[config.mk]
export PLATFORM = sky130hd
export DESIGN_NAME = fetch_addr_unit_flat
export DESIGN_NICKNAME = d
export VERILOG_FILES = /design/src/rtl/cpu_pkg.sv /design/src/rtl/fetch_addr_unit_if.sv /design/src/rtl/fetch_queue.sv /design/src/rtl/fetch_addr_unit.sv /design/src/flat_wrapper.sv
export SDC_FILE = /design/constraint.sdc
export NUM_CORES = 1
export LEC_CHECK = 0
export CORE_AREA = 10 10 122 124
export DETAILED_ROUTE_END_ITERATION = 12
export DIE_AREA = 0 0 132 134
export GPL_TIMING_DRIVEN = 0
export PLACE_DENSITY = 0.69
export SLEW_MARGIN = 30
export SYNTH_ARGS = -nofsm -noshare
export SYNTH_HDL_FRONTEND = slang
export SYNTH_SLANG_ARGS = --single-unit
[constraint.sdc]
create_clock -name clk -period 4.6 [get_ports clk]
set_input_delay 0.92 -clock clk [delete_from_list [all_inputs] [get_ports clk]]
set_output_delay 0.92 -clock clk [all_outputs]
set_load 0.1 [all_outputs]
[src/rtl/cpu_pkg.sv]
// Shared encodings for the fetch/data addressing unit.
// RAM command codes and the bus arbiter state type.
package cpu_pkg;

    typedef logic [1:0] mem_cmd_t;

    localparam mem_cmd_t MNONE  = 2'b00;
    localparam mem_cmd_t MREAD  = 2'b01;
    localparam mem_cmd_t MWRITE = 2'b10;

    typedef enum logic [1:0] {
        IDLE,
        FETCH,
        DATA
    } state_t;

endpackage

[src/rtl/fetch_addr_unit_if.sv]
// Bundle of RAM, instruction-register, redirect and data-access signals.
// master is the addressing unit; slave is its surroundings.
interface fetch_addr_unit_if #(
    parameter int AW = 9,
    parameter int DW = 16
);

    logic [AW-1:0] mem_addr;
    logic [1:0]    mem_cmd;
    logic [DW-1:0] mem_wdata;
    logic [DW-1:0] mem_rdata;
    logic          mem_ready;

    logic          ir_valid;
    logic [DW-1:0] ir_data;
    logic [AW-1:0] ir_pc;
    logic          ir_ready;

    logic          redirect;
    logic          redir_sel;
    logic [AW-1:0] rel;
    logic [AW-1:0] abs_tgt;
    logic [AW-1:0] link_pc;

    logic          dreq_valid;
    logic          dreq_write;
    logic [AW-1:0] dreq_addr;
    logic [DW-1:0] dreq_wdata;
    logic          dreq_ready;
    logic          drsp_valid;
    logic [DW-1:0] drsp_data;

    modport master (
        output mem_addr, mem_cmd, mem_wdata,
        input  mem_rdata, mem_ready,
        output ir_valid, ir_data, ir_pc,
        input  ir_ready,
        input  redirect, redir_sel, rel, abs_tgt,
        output link_pc,
        input  dreq_valid, dreq_write, dreq_addr, dreq_wdata,
        output dreq_ready, drsp_valid, drsp_data
    );

    modport slave (
        input  mem_addr, mem_cmd, mem_wdata,
        output mem_rdata, mem_ready,
        input  ir_valid, ir_data, ir_pc,
        output ir_ready,
        output redirect, redir_sel, rel, abs_tgt,
        input  link_pc,
        output dreq_valid, dreq_write, dreq_addr, dreq_wdata,
        input  dreq_ready, drsp_valid, drsp_data
    );

endinterface

[src/rtl/fetch_queue.sv]
// Prefetch FIFO holding {pc, instruction} pairs, with flush.
// A push into a full queue is accepted only alongside a pop.
module fetch_queue #(
    parameter int W     = 25,
    parameter int DEPTH = 2
) (
    input  logic         clk,
    input  logic         reset,
    input  logic         flush,
    input  logic         push,
    input  logic [W-1:0] push_data,
    input  logic         pop,
    output logic [W-1:0] head,
    output logic         full,
    output logic         empty
);

    localparam int PW = (DEPTH > 1) ? $clog2(DEPTH) : 1;
    localparam int CW = $clog2(DEPTH + 1);

    logic [W-1:0]  mem [DEPTH];
    logic [PW-1:0] wr_ptr;
    logic [PW-1:0] rd_ptr;
    logic [CW-1:0] count;
    logic          do_push;
    logic          do_pop;

    function automatic logic [PW-1:0] bump(input logic [PW-1:0] p);
        return (p == PW'(DEPTH - 1)) ? '0 : p + PW'(1);
    endfunction

    assign full    = (count == CW'(DEPTH));
    assign empty   = (count == '0);
    assign do_pop  = pop && !empty;
    assign do_push = push && (!full || do_pop);
    assign head    = mem[rd_ptr];

    always_ff @(posedge clk or negedge reset) begin
        if (!reset) begin
            for (int i = 0; i < DEPTH; i++) mem[i] <= '0;
        end else if (do_push && !flush) begin
            mem[wr_ptr] <= push_data;
        end
    end

    always_ff @(posedge clk or negedge reset) begin
        if (!reset) begin
            wr_ptr <= '0;
            rd_ptr <= '0;
            count  <= '0;
        end else if (flush) begin
            wr_ptr <= '0;
            rd_ptr <= '0;
            count  <= '0;
        end else begin
            if (do_push) wr_ptr <= bump(wr_ptr);
            if (do_pop)  rd_ptr <= bump(rd_ptr);
            if (do_push && !do_pop)
                count <= count + CW'(1);
            else if (do_pop && !do_push)
                count <= count - CW'(1);
        end
    end

endmodule

[src/rtl/fetch_addr_unit.sv]
// Program counter, prefetch queue and single-port RAM arbiter.
// Data accesses beat prefetch; one RAM command outstanding at a time.
module fetch_addr_unit
    import cpu_pkg::*;
#(
    parameter int            AW       = 9,
    parameter int            DW       = 16,
    parameter int            QDEPTH   = 2,
    parameter logic [AW-1:0] RESET_PC = '0
) (
    input logic               clk,
    input logic               reset,
    fetch_addr_unit_if.master bus
);

    localparam int            EW     = AW + DW;
    localparam logic [AW-1:0] PC_ONE = AW'(1);

    state_t        state_q;
    state_t        state_d;
    logic [AW-1:0] pc_q;
    logic [AW-1:0] addr_q;
    mem_cmd_t      cmd_q;
    logic [DW-1:0] wdata_q;
    logic          epoch_q;
    logic          req_epoch_q;

    logic          issue_data;
    logic          issue_fetch;
    logic          fetch_done;
    logic          data_done;
    logic          accept;

    logic          q_full;
    logic          q_empty;
    logic          q_push;
    logic          q_pop;
    logic [EW-1:0] q_head;
    logic [AW-1:0] head_pc;
    logic [DW-1:0] head_data;
    logic [AW-1:0] target;

    fetch_queue #(
        .W     (EW),
        .DEPTH (QDEPTH)
    ) u_queue (
        .clk       (clk),
        .reset     (reset),
        .flush     (bus.redirect),
        .push      (q_push),
        .push_data ({addr_q, bus.mem_rdata}),
        .pop       (q_pop),
        .head      (q_head),
        .full      (q_full),
        .empty     (q_empty)
    );

    assign {head_pc, head_data} = q_head;

    assign bus.ir_valid = !q_empty;
    assign bus.ir_data  = head_data;
    assign bus.ir_pc    = head_pc;
    assign bus.link_pc  = head_pc + PC_ONE;

    assign target = bus.redir_sel ? bus.abs_tgt
                                  : head_pc + PC_ONE + bus.rel;

    // A fetch launched before the last redirect carries a stale epoch
    assign q_push = fetch_done && (req_epoch_q == epoch_q)
                    && !bus.redirect;
    assign q_pop  = !q_empty && bus.ir_ready && !bus.redirect;

    assign bus.mem_addr   = addr_q;
    assign bus.mem_cmd    = cmd_q;
    assign bus.mem_wdata  = wdata_q;
    assign bus.dreq_ready = accept;
    assign bus.drsp_valid = data_done;
    assign bus.drsp_data  = bus.mem_rdata;

    always_ff @(posedge clk or negedge reset) begin
        if (!reset) state_q <= IDLE;
        else        state_q <= state_d;
    end

    always_comb begin
        state_d = state_q;
        unique case (state_q)
            IDLE: begin
                if (issue_data)       state_d = DATA;
                else if (issue_fetch) state_d = FETCH;
            end
            FETCH:   if (bus.mem_ready) state_d = IDLE;
            DATA:    if (bus.mem_ready) state_d = IDLE;
            default: state_d = IDLE;
        endcase
    end

    always_comb begin
        issue_data  = 1'b0;
        issue_fetch = 1'b0;
        fetch_done  = 1'b0;
        data_done   = 1'b0;
        accept      = 1'b0;
        unique case (state_q)
            IDLE: begin
                issue_data  = bus.dreq_valid && reset;
                accept      = issue_data;
                issue_fetch = !bus.dreq_valid && !q_full
                              && !bus.redirect;
            end
            FETCH:   fetch_done = bus.mem_ready;
            DATA:    data_done  = bus.mem_ready;
            default: ;
        endcase
    end

    always_ff @(posedge clk or negedge reset) begin
        if (!reset) begin
            addr_q      <= '0;
            cmd_q       <= MNONE;
            wdata_q     <= '0;
            req_epoch_q <= 1'b0;
        end else if (issue_data) begin
            addr_q  <= bus.dreq_addr;
            cmd_q   <= bus.dreq_write ? MWRITE : MREAD;
            wdata_q <= bus.dreq_wdata;
        end else if (issue_fetch) begin
            addr_q      <= pc_q;
            cmd_q       <= MREAD;
            req_epoch_q <= epoch_q;
        end else if (fetch_done || data_done) begin
            cmd_q <= MNONE;
        end
    end

    always_ff @(posedge clk or negedge reset) begin
        if (!reset) begin
            pc_q    <= RESET_PC;
            epoch_q <= 1'b0;
        end else if (bus.redirect) begin
            pc_q    <= target;
            epoch_q <= ~epoch_q;
        end else if (q_push) begin
            pc_q <= pc_q + PC_ONE;
        end
    end

endmodule

[src/flat_wrapper.sv]
// flat-port wrapper written by rule: the top's interface ports become plain ports
module fetch_addr_unit_flat import cpu_pkg::*;
#(
    parameter int            AW       = 9,
    parameter int            DW       = 16,
    parameter int            QDEPTH   = 2,
    parameter logic [AW-1:0] RESET_PC = '0
)
  (clk, reset, bus_mem_addr, bus_mem_cmd, bus_mem_wdata, bus_mem_rdata, bus_mem_ready, bus_ir_valid, bus_ir_data, bus_ir_pc, bus_ir_ready, bus_redirect, bus_redir_sel, bus_rel, bus_abs_tgt, bus_link_pc, bus_dreq_valid, bus_dreq_write, bus_dreq_addr, bus_dreq_wdata, bus_dreq_ready, bus_drsp_valid, bus_drsp_data);
  fetch_addr_unit_if #(.AW(AW), .DW(DW)) bus_i ();
  input logic clk;
  input logic reset;
  output wire logic [$bits(bus_i.mem_addr)-1:0] bus_mem_addr;
  output wire logic [$bits(bus_i.mem_cmd)-1:0] bus_mem_cmd;
  output wire logic [$bits(bus_i.mem_wdata)-1:0] bus_mem_wdata;
  input wire logic [$bits(bus_i.mem_rdata)-1:0] bus_mem_rdata;
  input wire logic [$bits(bus_i.mem_ready)-1:0] bus_mem_ready;
  output wire logic [$bits(bus_i.ir_valid)-1:0] bus_ir_valid;
  output wire logic [$bits(bus_i.ir_data)-1:0] bus_ir_data;
  output wire logic [$bits(bus_i.ir_pc)-1:0] bus_ir_pc;
  input wire logic [$bits(bus_i.ir_ready)-1:0] bus_ir_ready;
  input wire logic [$bits(bus_i.redirect)-1:0] bus_redirect;
  input wire logic [$bits(bus_i.redir_sel)-1:0] bus_redir_sel;
  input wire logic [$bits(bus_i.rel)-1:0] bus_rel;
  input wire logic [$bits(bus_i.abs_tgt)-1:0] bus_abs_tgt;
  output wire logic [$bits(bus_i.link_pc)-1:0] bus_link_pc;
  input wire logic [$bits(bus_i.dreq_valid)-1:0] bus_dreq_valid;
  input wire logic [$bits(bus_i.dreq_write)-1:0] bus_dreq_write;
  input wire logic [$bits(bus_i.dreq_addr)-1:0] bus_dreq_addr;
  input wire logic [$bits(bus_i.dreq_wdata)-1:0] bus_dreq_wdata;
  output wire logic [$bits(bus_i.dreq_ready)-1:0] bus_dreq_ready;
  output wire logic [$bits(bus_i.drsp_valid)-1:0] bus_drsp_valid;
  output wire logic [$bits(bus_i.drsp_data)-1:0] bus_drsp_data;
  assign bus_mem_addr = bus_i.mem_addr;
  assign bus_mem_cmd = bus_i.mem_cmd;
  assign bus_mem_wdata = bus_i.mem_wdata;
  assign bus_i.mem_rdata = bus_mem_rdata;
  assign bus_i.mem_ready = bus_mem_ready;
  assign bus_ir_valid = bus_i.ir_valid;
  assign bus_ir_data = bus_i.ir_data;
  assign bus_ir_pc = bus_i.ir_pc;
  assign bus_i.ir_ready = bus_ir_ready;
  assign bus_i.redirect = bus_redirect;
  assign bus_i.redir_sel = bus_redir_sel;
  assign bus_i.rel = bus_rel;
  assign bus_i.abs_tgt = bus_abs_tgt;
  assign bus_link_pc = bus_i.link_pc;
  assign bus_i.dreq_valid = bus_dreq_valid;
  assign bus_i.dreq_write = bus_dreq_write;
  assign bus_i.dreq_addr = bus_dreq_addr;
  assign bus_i.dreq_wdata = bus_dreq_wdata;
  assign bus_dreq_ready = bus_i.dreq_ready;
  assign bus_drsp_valid = bus_i.drsp_valid;
  assign bus_drsp_data = bus_i.drsp_data;
  fetch_addr_unit #(.AW(AW), .DW(DW), .QDEPTH(QDEPTH), .RESET_PC(RESET_PC)) u_core (.clk(clk), .reset(reset), .bus(bus_i));
endmodule
==> summary.md <==
| Metric | Value |
|---|---|
| Die area | `17700 um^2` |
| Post-synth EDFFs | `0` |
| Startpoint types | `flip-flop` |
| GRT Total Usage | `15.2%` |
| Top cells by count, synth | `dfrtp_1 (94), mux2_2 (88), nand2_1 (37)` |
| Setup crit end kind | `primary output` |
| Die height | `134 um` |
| Hold Crit Class | `flip-flop to flip-flop` |
| Number of vias per cell | `5.01` |
| Share of Yosys cell area claimed by the top area cell type | `48.1%` |
| Largest net degree at the start of global routing | `50` |
| Largest fanout on the critical path | `10` |
| Fin area | `6990 um^2` |
| Syn_nets | `504` |
| Nets | `661` |
| Synth async-reset ratio | `100%` |
| Cell Area, Synth | `4890 um^2` |
| Synth cell types | `46` |
| Vias in the first global route | `4153` |
| CTS Root Cell | `clkbuf_16` |
| RePlAce Congestion | `0.870` |
| Mean area per synthesized cell | `11.6 um^2` |
| Worst reg-to-reg setup slack | `1280 ps` |
| Cell Rows | `41` |
| Ranking of synthesized cells by area | `dfrtp_1 (48%), mux2_2 (20%), ha_1 (3.6%)` |
| Relative slew margins | `32.1%` |
| Inst Count DP | `740` |
| Vias | `3784` |
| Setup ws final | `219 ps` |
| Sequential Area | `2350 um^2` |
| Reg clk slew, reported paths | `60 ps` |
| Crit Path Category | `flip-flop to primary output` |
| RSZ-0062 raised after global routing | `no` |
| Final antenna-violating net count | `0` |
| Clk sinks | `94` |
| CTS tree | `done` |
| Total gr overflow | `0` |
| Slew @ Worst Pin | `1020 ps` |
| Critical Path RT | `3680 ps` |
| Final number of setup-violating endpoints | `0` |
| DR iter-0 viols | `178` |
| Initial Utilization | `39.2%` |
| Post-route clock period utilization | `95.2%` |
| DRC viols | `0` |
| Share of cells above drive strength 1 | `24.0%` |
| PortBufs | `145` |
| Post-synthesis sequential area ratio | `48.1%` |
| #FFs+latches synth | `94` |
| Clk_skew | `7.99 ps` |
| Most common cell in the synthesized netlist | `dfrtp_1` |
| Clk_lat worst skew | `340 ps` |
| Largest area contributor in the netlist | `dfrtp_1` |
| Final Hold Viols | `0` |
| H-tree depth | `3` |
| Area taken by multi-input logic gates | `2350 um^2` |
| Placed inst area | `6650 um^2` |
| Synth-to-Final Area Change | `43.0%` |
| Num ports | `147` |
| Core ar. | `12500 um^2` |
| Die W | `132 um` |
| Placement Setup Slack | `-388 ps` |
| CTS buffer count | `9` |
| Final Non-Filler Cells | `756` |
| MaxCap Viol Count | `0` |
| Pre-antenna DRT Iters | `4` |
| Total number of yosys warnings | `0` |
| WL/cell | `17.9 um` |
| Hold Worst Slack | `502 ps` |
| Final-report max-slew violation count | `0` |
| Crit path DAT | `3460 ps` |
| Outcome | `finished clean` |
| Initial antenna violation count | `0` |
| Peak Freq | `0.228 GHz` |
| First-pass GRT wire length | `21900 um` |
| Hpwl dp | `10700 um` |
| Ys flop type | `dfrtp_1` |
| Routed wire length | `13500 um` |
| Diode count | `0` |
| Clock tree buffer depth | `2` |
| Fill cell count | `1080` |
| Synthesized instance count | `422` |
| Minimum clock period | `4380 ps` |
[layout make-up]
type                       count  share of cell area, %
sequential                    94                   33.6
multi-input combinational    283                   33.6
timing repair buffer         146                   21.3
clock buffer                  11                   3.61
tap                          172                   3.08
buffer                        32                   2.93
clock inverter                 5                   1.16
inverter                      13                  0.698
[per-stage QoR]
step / utilization, % / TNS [ps]
4_1_cts: 56.0 / 0
5_1_grt: 56.1 / 0
3_5_place_dp: 53.3 / -388
2_1_floorplan: - / -18.7
6_report: 56.1 / 0
3_3_place_gp: 53.1 / -130150
[placed cells by master (no fill, tap or decap), types with 8 or more instances in the layout]
master,Yosys,layout
clkbuf_16,0,9
nand2_1,37,37
clkdlybuf4s50_1,0,139
buf_4,20,20
mux2_2,88,88
clkbuf_1,8,8
a21oi_1,15,15
ha_1,14,14
nor2_1,13,13
inv_1,13,13
a22oi_1,9,9
xor2_1,11,9
dfrtp_1,94,94
xnor2_1,13,11
o21ai_0,12,12
[metal layers]
layer / wire length (um) / part of all wire (%) / track usage (%) / vias up
li1: - / - / - / 1791
met1: 5490 / 41 / 17.0 / 1875
met2: 6920 / 51 / 26.9 / 108
met3: 1020 / 7.5 / 5.86 / 10
met4: 119 / 0.88 / 3.15 / 0
met5: 0 / 0 / 0 / -
[worst paths after layout]
check | endpoint | start | cells after the start
max | bus_link_pc[4] | u_core.u_queue.rd_ptr$_DFFE_PN0P_ | 8
min | u_core.u_queue.mem[24]$_DFFE_PN0P_ | u_core.u_queue.mem[24]$_DFFE_PN0P_ | 1
max reg2reg | u_core.pc_q[7]$_DFFE_PN0P_ | u_core.u_queue.rd_ptr$_DFFE_PN0P_ | 12
min reg2reg | u_core.u_queue.mem[24]$_DFFE_PN0P_ | u_core.u_queue.mem[24]$_DFFE_PN0P_ | 1
max in group asynchronous | u_core.bus.mem_wdata[0]$_DFFE_PN0P_ | reset | 2
min in group asynchronous | u_core.u_queue.mem[47]$_DFFE_PN0P_ | reset | 1
[flip-flops by register name, summed over array words and instances (netlist names)]
register               flops
u_core.bus.mem_addr        9
u_core.bus.mem_cmd         2
u_core.bus.mem_wdata      16
u_core.epoch_q             1
u_core.pc_q                9
u_core.req_epoch_q         1
u_core.state_q             2
u_core.u_queue.count       2
u_core.u_queue.mem        50
u_core.u_queue.rd_ptr      1
u_core.u_queue.wr_ptr      1
[repair_timing]
action / 4_1_cts / 5_1_grt
endpoints found under the setup margin: 2 / 3
setup buffers: 0 / 0
hold buffers: 0 / 0
resized for setup: 4 / 3
[critical path, stage by stage (launching register included)]
cell	delay [ps]
dfrtp_1	450
buf_6	210
mux2i_4	330
inv_1	120
ha_1	310
nand4b_1	190
nand2_1	160
xor2_4	190
clkdlybuf4s50_1	1160
[kinds of logic after synthesis]
group	share of synthesized area (%)
compound gates	7.09
xor+xnor	4.30
fa+ha+maj	3.99
buf+inv	5.19
flops	48.1
mux	21.5
simple gates	9.83
Power is left out: the tool's default activity adds up to more than one toggle a clock period on the data nets, which glitch-free logic cannot reach.
